### config.mk
export PLATFORM = sky130hd
export DESIGN_NAME = mem_bus_arbiter
export DESIGN_NICKNAME = d
export VERILOG_FILES = /design/src/rtl/bus_pkg.sv /design/src/rtl/rr_pick2.sv /design/src/rtl/mem_bus_arbiter.sv
export SDC_FILE = /design/constraint.sdc
export NUM_CORES = 1
export LEC_CHECK = 0
export ABC_AREA = 0
export BUFFER_PORTS_ARGS = -buffer_cell sky130_fd_sc_hd__buf_2
export CAP_MARGIN = 10
export CORE_ASPECT_RATIO = 1.5
export CORE_MARGIN = 5
export CORE_UTILIZATION = 50
export DETAILED_ROUTE_END_ITERATION = 8
export PLACE_DENSITY = 0.84
export SYNTH_ARGS = -nofsm -noshare
export SYNTH_HDL_FRONTEND = slang
export SYNTH_SLANG_ARGS = --single-unit
### constraint.sdc
create_clock -name clock -period 3 [get_ports clock]
set_input_delay 0.45 -clock clock [delete_from_list [all_inputs] [get_ports clock]]
set_output_delay 0.45 -clock clock [all_outputs]
set_load 0.02 [all_outputs]
### src/rtl/bus_pkg.sv
// Shared types and constants for the two-master memory bus arbiter.
// Contents:
//   arb_state_t  arbiter FSM state encoding (IDLE, ACCESS, RESP)
//   RW_READ/RW_WRITE  values of the rw signal on master and memory ports
//   DEF_*        default widths and timeout
//   CNT_W        width of the wait/timeout counter
package bus_pkg;

  typedef enum logic [1:0] {
    IDLE   = 2'd0,
    ACCESS = 2'd1,
    RESP   = 2'd2
  } arb_state_t;

  localparam logic RW_READ  = 1'b1;
  localparam logic RW_WRITE = 1'b0;

  localparam int unsigned DEF_ADDR_W  = 32;
  localparam int unsigned DEF_DATA_W  = 32;
  localparam int unsigned DEF_TIMEOUT = 15;

  // Timeout counter width; TIMEOUT must therefore stay within 1..255.
  localparam int unsigned CNT_W = 8;

endpackage

### src/rtl/rr_pick2.sv
// Two-input round-robin picker (purely combinational).
// Ports:
//   req         request vector, bit i = master i
//   last_grant  index of the master granted most recently
//   grant       index of the master to grant now; only meaningful when |req
module rr_pick2 (
  input  logic [1:0] req,
  input  logic       last_grant,
  output logic       grant
);

  always_comb begin
    grant = last_grant;
    case (req)
      2'b01:   grant = 1'b0;
      2'b10:   grant = 1'b1;
      // On a tie the master that did not go last wins, so neither starves.
      2'b11:   grant = ~last_grant;
      default: grant = last_grant;
    endcase
  end

endmodule

### src/rtl/mem_bus_arbiter.sv
// Two-master arbiter in front of one single-ported memory. One transaction is
// in flight at a time; ties are broken round-robin; an access that memory never
// acknowledges is aborted after TIMEOUT cycles and reported with err.
// Ports:
//   clock, reset                 clock and asynchronous active-low reset
//   m0_*/m1_*                    master req/rw/addr/wdata in, rdata/done/err out
//   mem_valid/rw/addr/wdata      registered memory request
//   mem_rdata, mem_ready         memory response
// Every output comes straight from a flop.
module mem_bus_arbiter
  import bus_pkg::*;
#(
  parameter int unsigned ADDR_W  = DEF_ADDR_W,
  parameter int unsigned DATA_W  = DEF_DATA_W,
  parameter int unsigned TIMEOUT = DEF_TIMEOUT
) (
  input  logic              clock,
  input  logic              reset,
  // master 0 (cpu)
  input  logic              m0_req,
  input  logic              m0_rw,
  input  logic [ADDR_W-1:0] m0_addr,
  input  logic [DATA_W-1:0] m0_wdata,
  output logic [DATA_W-1:0] m0_rdata,
  output logic              m0_done,
  output logic              m0_err,
  // master 1 (loader / DMA)
  input  logic              m1_req,
  input  logic              m1_rw,
  input  logic [ADDR_W-1:0] m1_addr,
  input  logic [DATA_W-1:0] m1_wdata,
  output logic [DATA_W-1:0] m1_rdata,
  output logic              m1_done,
  output logic              m1_err,
  // memory side
  output logic              mem_valid,
  output logic              mem_rw,
  output logic [ADDR_W-1:0] mem_addr,
  output logic [DATA_W-1:0] mem_wdata,
  input  logic [DATA_W-1:0] mem_rdata,
  input  logic              mem_ready
);

  // Last non-ready cycle before the abort: counter value TIMEOUT-1.
  localparam logic [CNT_W-1:0] TO_LAST = CNT_W'(TIMEOUT - 1);

  arb_state_t       state_q;
  logic             last_grant_q;
  logic             owner_q;      // master currently being served
  logic [CNT_W-1:0] cnt_q;

  logic [1:0] req;
  logic       pick;

  assign req = {m1_req, m0_req};

  rr_pick2 u_pick (
    .req        (req),
    .last_grant (last_grant_q),
    .grant      (pick)
  );

  always_ff @(posedge clock or negedge reset) begin
    if (!reset) begin
      state_q      <= IDLE;
      last_grant_q <= 1'b1;  // master 0 wins the first tie
      owner_q      <= 1'b0;
      cnt_q        <= '0;
      mem_valid    <= 1'b0;
      mem_rw       <= 1'b0;
      mem_addr     <= '0;
      mem_wdata    <= '0;
      m0_rdata     <= '0;
      m1_rdata     <= '0;
      m0_done      <= 1'b0;
      m1_done      <= 1'b0;
      m0_err       <= 1'b0;
      m1_err       <= 1'b0;
    end else begin
      // done/err are single-cycle pulses, only raised on the way into RESP.
      m0_done <= 1'b0;
      m1_done <= 1'b0;
      m0_err  <= 1'b0;
      m1_err  <= 1'b0;

      case (state_q)
        IDLE: begin
          if (|req) begin
            owner_q      <= pick;
            last_grant_q <= pick;
            cnt_q        <= '0;
            mem_valid    <= 1'b1;
            mem_rw       <= pick ? m1_rw    : m0_rw;
            mem_addr     <= pick ? m1_addr  : m0_addr;
            mem_wdata    <= pick ? m1_wdata : m0_wdata;
            state_q      <= ACCESS;
          end
        end

        ACCESS: begin
          if (mem_ready) begin
            if (mem_rw == RW_READ) begin
              if (owner_q) m1_rdata <= mem_rdata;
              else         m0_rdata <= mem_rdata;
            end
            if (owner_q) m1_done <= 1'b1;
            else         m0_done <= 1'b1;
            mem_valid <= 1'b0;
            state_q   <= RESP;
          end else if (cnt_q == TO_LAST) begin
            // Abort: report an error and leave the owner's rdata untouched.
            if (owner_q) begin
              m1_done <= 1'b1;
              m1_err  <= 1'b1;
            end else begin
              m0_done <= 1'b1;
              m0_err  <= 1'b1;
            end
            mem_valid <= 1'b0;
            state_q   <= RESP;
          end else begin
            cnt_q <= cnt_q + CNT_W'(1);
          end
        end

        RESP: begin
          state_q <= IDLE;
        end

        default: begin
          state_q   <= IDLE;
          mem_valid <= 1'b0;
        end
      endcase
    end
  end

endmodule

Word level (Yosys, flattened, before mapping):

Index checks and enable logic that the tools add are counted.
W data, S select, Z words.

* memory bits (read-only): 0
* bits in latches: 0
* RAM bits: 0
* bits in registers: 146
* memories: 0
* logic and storage cells: 65
* input port bits: 167
* output and inout port bits: 134

* order comparisons: 0
* muxes and demuxes: 28
* eq/ne operators: 10
* reduce and logical (&&, ||, !) cells: 9
* add/sub/neg operators: 1
* multiply operators: 0
* shift operators: 0
* bitwise logic cells: 3
* div/mod/pow operators: 0

Operator list (count)
* $mux W32: 2
* $mux W8: 3
* $mux W1: 16
* $pmux W8 S2: 1
* $reduce_and A4 Y1: 3
* $add A8 B1 Y8 const B: 1
* $eq A8 B4 Y1 const B: 1
* $eq A2 B2 Y1 const B: 3
* $mux W2: 3
* $ne A2 B2 Y1 const B: 3
* $pmux W1 S3: 2
* $eq A2 B1 Y1 const B: 2
* $pmux W2 S2: 1
* $reduce_and A2 Y1: 2
* $ne A3 B3 Y1 const B: 1
* $not A1 Y1: 3
* $reduce_and A3 Y1: 1
* $logic_not A2 Y1: 1
* $reduce_bool A2 Y1: 1
* $reduce_or A2 Y1: 1

Longest topological paths before layout:

* depth in word-level cells: 4
* depth in mapped cells: 7
* mapped depth without buffers: 6

By module:

From an unflattened synthesis, not the netlist that was laid out.

* cell total of the unflattened synthesis: 496
* area, all modules: 6206.0 um2

By module, submodules not included
* mem_bus_arbiter: times used 1, seq. area each 3654.8 um2, cells each 494, area an instance 6192.2 um2
* rr_pick2: times used 1, seq. area each 0.0 um2, cells each 2, area an instance 13.8 um2

Least setup slack after synthesis:

Ideal clock, no wire load.

* path type: reg-to-reg
* start: register cnt_q[0]
* end: register cnt_q[7]
* required time: 2.876 ns
* period minus slack after synthesis: 1.718 ns
* setup time: 0.124 ns
* arrival time: 1.594 ns
* cell stages (with the launch flop): 7
* buffers on the path: 0
* path slack: 1.282 ns
* cell sequence: dfrtp_1 > inv_1 > ha_1 > or3b_4 > o21a_4 > and3_1 > a211o_1

* word-level cells in the longest chain between the ends: 4
* elaborated cells on any way between the ends: 7
* classes of those cells: 1 x add/sub; 2 x eq/ne; 3 x mux; 1 x reduce/logical

RTL lines
* from (decl): line mem_bus_arbiter.sv:50 `logic [CNT_W-1:0] cnt_q;`
* from (signal assigned): line mem_bus_arbiter.sv:122 `cnt_q <= cnt_q + CNT_W'(1);`
* $add A8 B1 Y8: line mem_bus_arbiter.sv:122
* $mux W8: line mem_bus_arbiter.sv:110 `end else if (cnt_q == TO_LAST) begin`
* $mux W8: line mem_bus_arbiter.sv:101 `if (mem_ready) begin`
* $pmux W8 S2: line mem_bus_arbiter.sv:86 `case (state_q)`

Several ways; a longest one is shown, not always the timed one. The select of a mux whose other input is x is not followed.
A chain may end at the register's enable or synchronous reset.

Worst setup path in the final report:

* start: register cnt_q[0]
* end: register cnt_q[4]

Same word-level chain as after synthesis.

==> run summary <==
The flow ran to the end, and the final reports show no timing, DRC or antenna violations. Yosys mapped the design onto 40 distinct sky130hd cell types. The number of global-route vias before repair came out at 5318. The type of the most critical hold path is input pin to flop. The share of synthesized area in the top cell type comes to 0.5873. The number of enable flip-flop cells after synthesis came out at 0.

The number of sinks handled by clock tree synthesis came out at 146. The wire length of the first global-routing pass came out at between 20 and 30 mm. The global-route total usage across every layer came out at 0.2410. The library cell with the largest summed area after synthesis is sky130_fd_sc_hd__dfrtp_1. For this run, asynchronously set or reset flops after synthesis account for 1.000. The number of cell instances on the worst register-to-register path is 6.

In the final layout, the share of cells above drive strength 1 is 0.5031. In this run the mean area of a mapped cell was roughly 12 µm². The final worst clock skew is 0.008067 ns. STA classifies the critical path startpoint as a flop. At the worst endpoint, the arrival time is 2.24 ns. Derived from the worst setup path, the maximum achievable clock frequency is slightly above 500 MHz. After global routing the overflow that remains totals 0. The post-detailed-route via-to-cell ratio came out at between 5 and 6. The count of state elements after synthesis is approximately 150. The proportion of synthesized chip area in sequential cells is 0.5915.

For this run, design rule violations remaining after detail routing come to 0. The pin count of the biggest net entering global routing is 99. The root buffer cell chosen for the clock tree is sky130_fd_sc_hd__clkbuf_16.

The detailed router finished its first iteration with 144 violations. Yosys attributes the largest share of cell area to sky130_fd_sc_hd__dfrtp_1, sky130_fd_sc_hd__mux2i_1, sky130_fd_sc_hd__mux2_2, sky130_fd_sc_hd__o21ai_0, sky130_fd_sc_hd__nand2_1. Setup repair after global routing left no endpoint under its margin. The startpoint identified for the worst register-to-register timing path is cnt_q[0]. Dividing the detail-routed wire length by the instance count gives ~18 µm. The final route contains 5049 vias. The number of failing setup endpoints in the final timing report is 0. The longest clock path from root to sink contains 2 buffers. The die covers between 10000 and 15000 µm². Along the worst path, the maximum fanout reaches 12. When the netlist entered floorplanning its net count stood at roughly 670.

The H-tree generated during clock tree synthesis spans 4 levels. By startpoint and endpoint, the worst setup path is classified as flop to flop. The final layout contains about 970 nets. The type of destination of the critical path is a flop. The horizontal die dimension is 100.8 µm. The leakage dissipation is 4.430 nW. Of the available clock period, the critical path in the final layout requires 0.6509. The placer congestion estimate is 0.8206. The number of post-CTS setup repair buffers is 0. The initial antenna violation count came out at 0. The critical path ends at cnt_q[4].

The TritonCTS clock tree is built. TritonCTS created 17 clock buffers. The hold violation count in the final report came out at 0. The number of maximum-capacitance constraint violations came out at 0. The cell area reported after detailed placement came out at roughly 7900 µm². The setup slack on the worst flop-to-flop path is 1.05 ns. The number of placement rows came out at just under 50.

Among all flip-flop cells after synthesis, the most frequent one is sky130_fd_sc_hd__dfrtp_1. At the later pin of the worst-skew pair, clock insertion delay measures 0.41 ns. In this run the vertical extent of the chip is 146.1 µm. The cell area after synthesis came out at 6178 µm².

The remaining antenna violation count after routing came out at 0. At the pin with the least slew margin, the transition time is 0.6505 ns. The count of pins over their slew limit came out at 0. The synthesis-to-finish area growth came out at 36.98%. In this run the worst setup path begins at cnt_q[0].

The critical path required time is approximately 3.3 ns. The maximum ir drop on the vdd rail came out at 0.0007003 V. The clock period minus final worst setup slack is 1.953 ns. The placed wire-length estimate is 14.25 mm. The setup TNS after final layout is 0 ns. The relative slew slack is 0.5647. The power density over the cells came out at 1134 nW/µm². The first-pass iteration count of the detailed router is 4. The synthesis warning total came out at 0.

The register clock-pin slew on the reported worst setup and hold paths came out at 0.06 ns. The number of I/O pins came out at 301. The worst register-to-register path ends at cnt_q[4]. The final non-filler cell area came out at 8463 µm². 0 antenna diodes ended up in the layout. The number of standard cells after synthesis came out at 497. The number of I/O port buffers came out at 300. The core box area came out at about 12000 µm². The post-route total power came out at 0.009593 W. The overall routed net length came out at 17.81 mm. For this configuration, the core starts out at a cell density of 0.5116. The depth of the worst hold-timing path came out at 2.
## synth_stat cells, types with 2 or more instances
master                     number
sky130_fd_sc_hd__a211o_1        4
sky130_fd_sc_hd__a21oi_1        2
sky130_fd_sc_hd__and3_1         2
sky130_fd_sc_hd__and3_2         2
sky130_fd_sc_hd__buf_2          8
sky130_fd_sc_hd__buf_4         10
sky130_fd_sc_hd__clkbuf_1       9
sky130_fd_sc_hd__dfrtp_1      145
sky130_fd_sc_hd__ha_1           2
sky130_fd_sc_hd__inv_1          3
sky130_fd_sc_hd__mux2_1        13
sky130_fd_sc_hd__mux2_2        51
sky130_fd_sc_hd__mux2i_1       65
sky130_fd_sc_hd__nand2_1       70
sky130_fd_sc_hd__nand3_1        4
sky130_fd_sc_hd__nand4_1        2
sky130_fd_sc_hd__nor2_1         6
sky130_fd_sc_hd__nor3_1         5
sky130_fd_sc_hd__nor3_2         2
sky130_fd_sc_hd__nor3b_1        2
sky130_fd_sc_hd__o21ai_0       65
sky130_fd_sc_hd__o21ai_1        7
## sequential cells by signal, indices dropped and copies added, names as in the netlist
signal,count
m0_rdata,32
m0_done,1
cnt_q,8
m1_rdata,32
m1_err,1
m0_err,1
mem_rw,1
mem_valid,1
mem_wdata,32
state_q,2
mem_addr,32
owner_q,1
m1_done,1
last_grant_q,1
## how the worst min path moves through the flow
| stage | endpoint | slack [ns] | start |
|---|---|---|---|
| 2_1_floorplan | cnt_q[0] | 0.15 | reset |
| 3_3_place_gp | m1_rdata[18] | 0.40 | reset |
| 3_5_place_dp | m1_rdata[10] | 0.41 | reset |
| 4_1_cts | m1_err | 0.26 | mem_ready |
| 5_1_grt | m1_rdata[8] | 0.27 | mem_rdata[8] |
| 6_report | m0_rdata[30] | 0.28 | mem_rdata[30] |
## through the flow
step | util | std cells | setup WS, ns | hold slack (ns)
after floorplan | - | 497 | 1.282 | 0.1544
after global placement | 0.6525 | 933 | 1.128 | 0.4010
after detailed placement | 0.6525 | 933 | 1.059 | 0.4091
after CTS | 0.7007 | 966 | 1.048 | 0.2601
after global routing | 0.7007 | 966 | 0.8963 | 0.2702
final | 0.7007 | 966 | 1.047 | 0.2791
## final cells by class
type | instances | area, µm²
well taps | 153 | 191.4
fillers | 873 | 3615
inverters | 3 | 11.26
flip-flops and latches | 146 | 3655
clock inverters | 15 | 146.4
repair buffers | 312 | 1650
multi-input cells | 320 | 2384
clock buffers | 17 | 425.4
## cell usage in the layout, fill, tap and decap left out, types with 2 or more instances in the layout
cell / count
sky130_fd_sc_hd__buf_2: 299
sky130_fd_sc_hd__dfrtp_1: 145
sky130_fd_sc_hd__nand2_1: 70
sky130_fd_sc_hd__mux2i_1: 65
sky130_fd_sc_hd__o21ai_0: 65
sky130_fd_sc_hd__mux2_2: 51
sky130_fd_sc_hd__clkbuf_16: 17
sky130_fd_sc_hd__mux2_1: 13
sky130_fd_sc_hd__buf_4: 7
sky130_fd_sc_hd__inv_6: 6
sky130_fd_sc_hd__nor3_1: 5
sky130_fd_sc_hd__nor2_1: 5
sky130_fd_sc_hd__o21ai_1: 5
sky130_fd_sc_hd__nand3_1: 4
sky130_fd_sc_hd__a211o_1: 4
sky130_fd_sc_hd__buf_12: 4
sky130_fd_sc_hd__inv_1: 3
sky130_fd_sc_hd__clkinvlp_4: 3
sky130_fd_sc_hd__o21ai_4: 2
sky130_fd_sc_hd__a21oi_1: 2
sky130_fd_sc_hd__nand4_1: 2
sky130_fd_sc_hd__and3_2: 2
sky130_fd_sc_hd__and3_1: 2
sky130_fd_sc_hd__nor3b_1: 2
sky130_fd_sc_hd__ha_1: 2
sky130_fd_sc_hd__clkinv_2: 2
sky130_fd_sc_hd__inv_8: 2
## cell families after synthesis
kind of cell	Yosys count	share of synthesized area
AOI/OAI and AO/OA	83	0.07351
adders and majority gates	2	0.004050
buffers and inverters	31	0.02774
DFF	146	0.5915
muxes	129	0.2220
and+or+nand+nor	106	0.08121
## routing by layer
metal,track usage,vias to the layer above,wire [µm]
li1,-,2351,-
met1,0.3078,2372,6897
met2,0.3889,282,8558
met3,0.05728,44,1773
met4,0.1025,0,580
met5,0,-,0
## worst max-delay path, stage by stage (launching register included)
cell	delay [ns]
sky130_fd_sc_hd__dfrtp_1	0.44
sky130_fd_sc_hd__inv_1	0.09
sky130_fd_sc_hd__ha_1	0.14
sky130_fd_sc_hd__or3b_4	0.40
sky130_fd_sc_hd__o21ai_2	0.39
sky130_fd_sc_hd__nor3_1	0.10
sky130_fd_sc_hd__a211o_1	0.28
## where the power goes
part | total (W) | internal (W) | switching (W)
registers | 0.00341 | 0.00289 | 0.000523
logic | 0.00414 | 0.00157 | 0.00257
clock network | 0.00204 | 0.00117 | 0.000878
## repair_timing
action / 4_1_cts / 5_1_grt
hold endpoints to repair: 43 / 0
endpoints found under the setup margin: 0 / 0
gates resized for setup: 0 / 0
hold buffers: 1 / 0
Note: power is estimated with default switching activity, not from simulation.
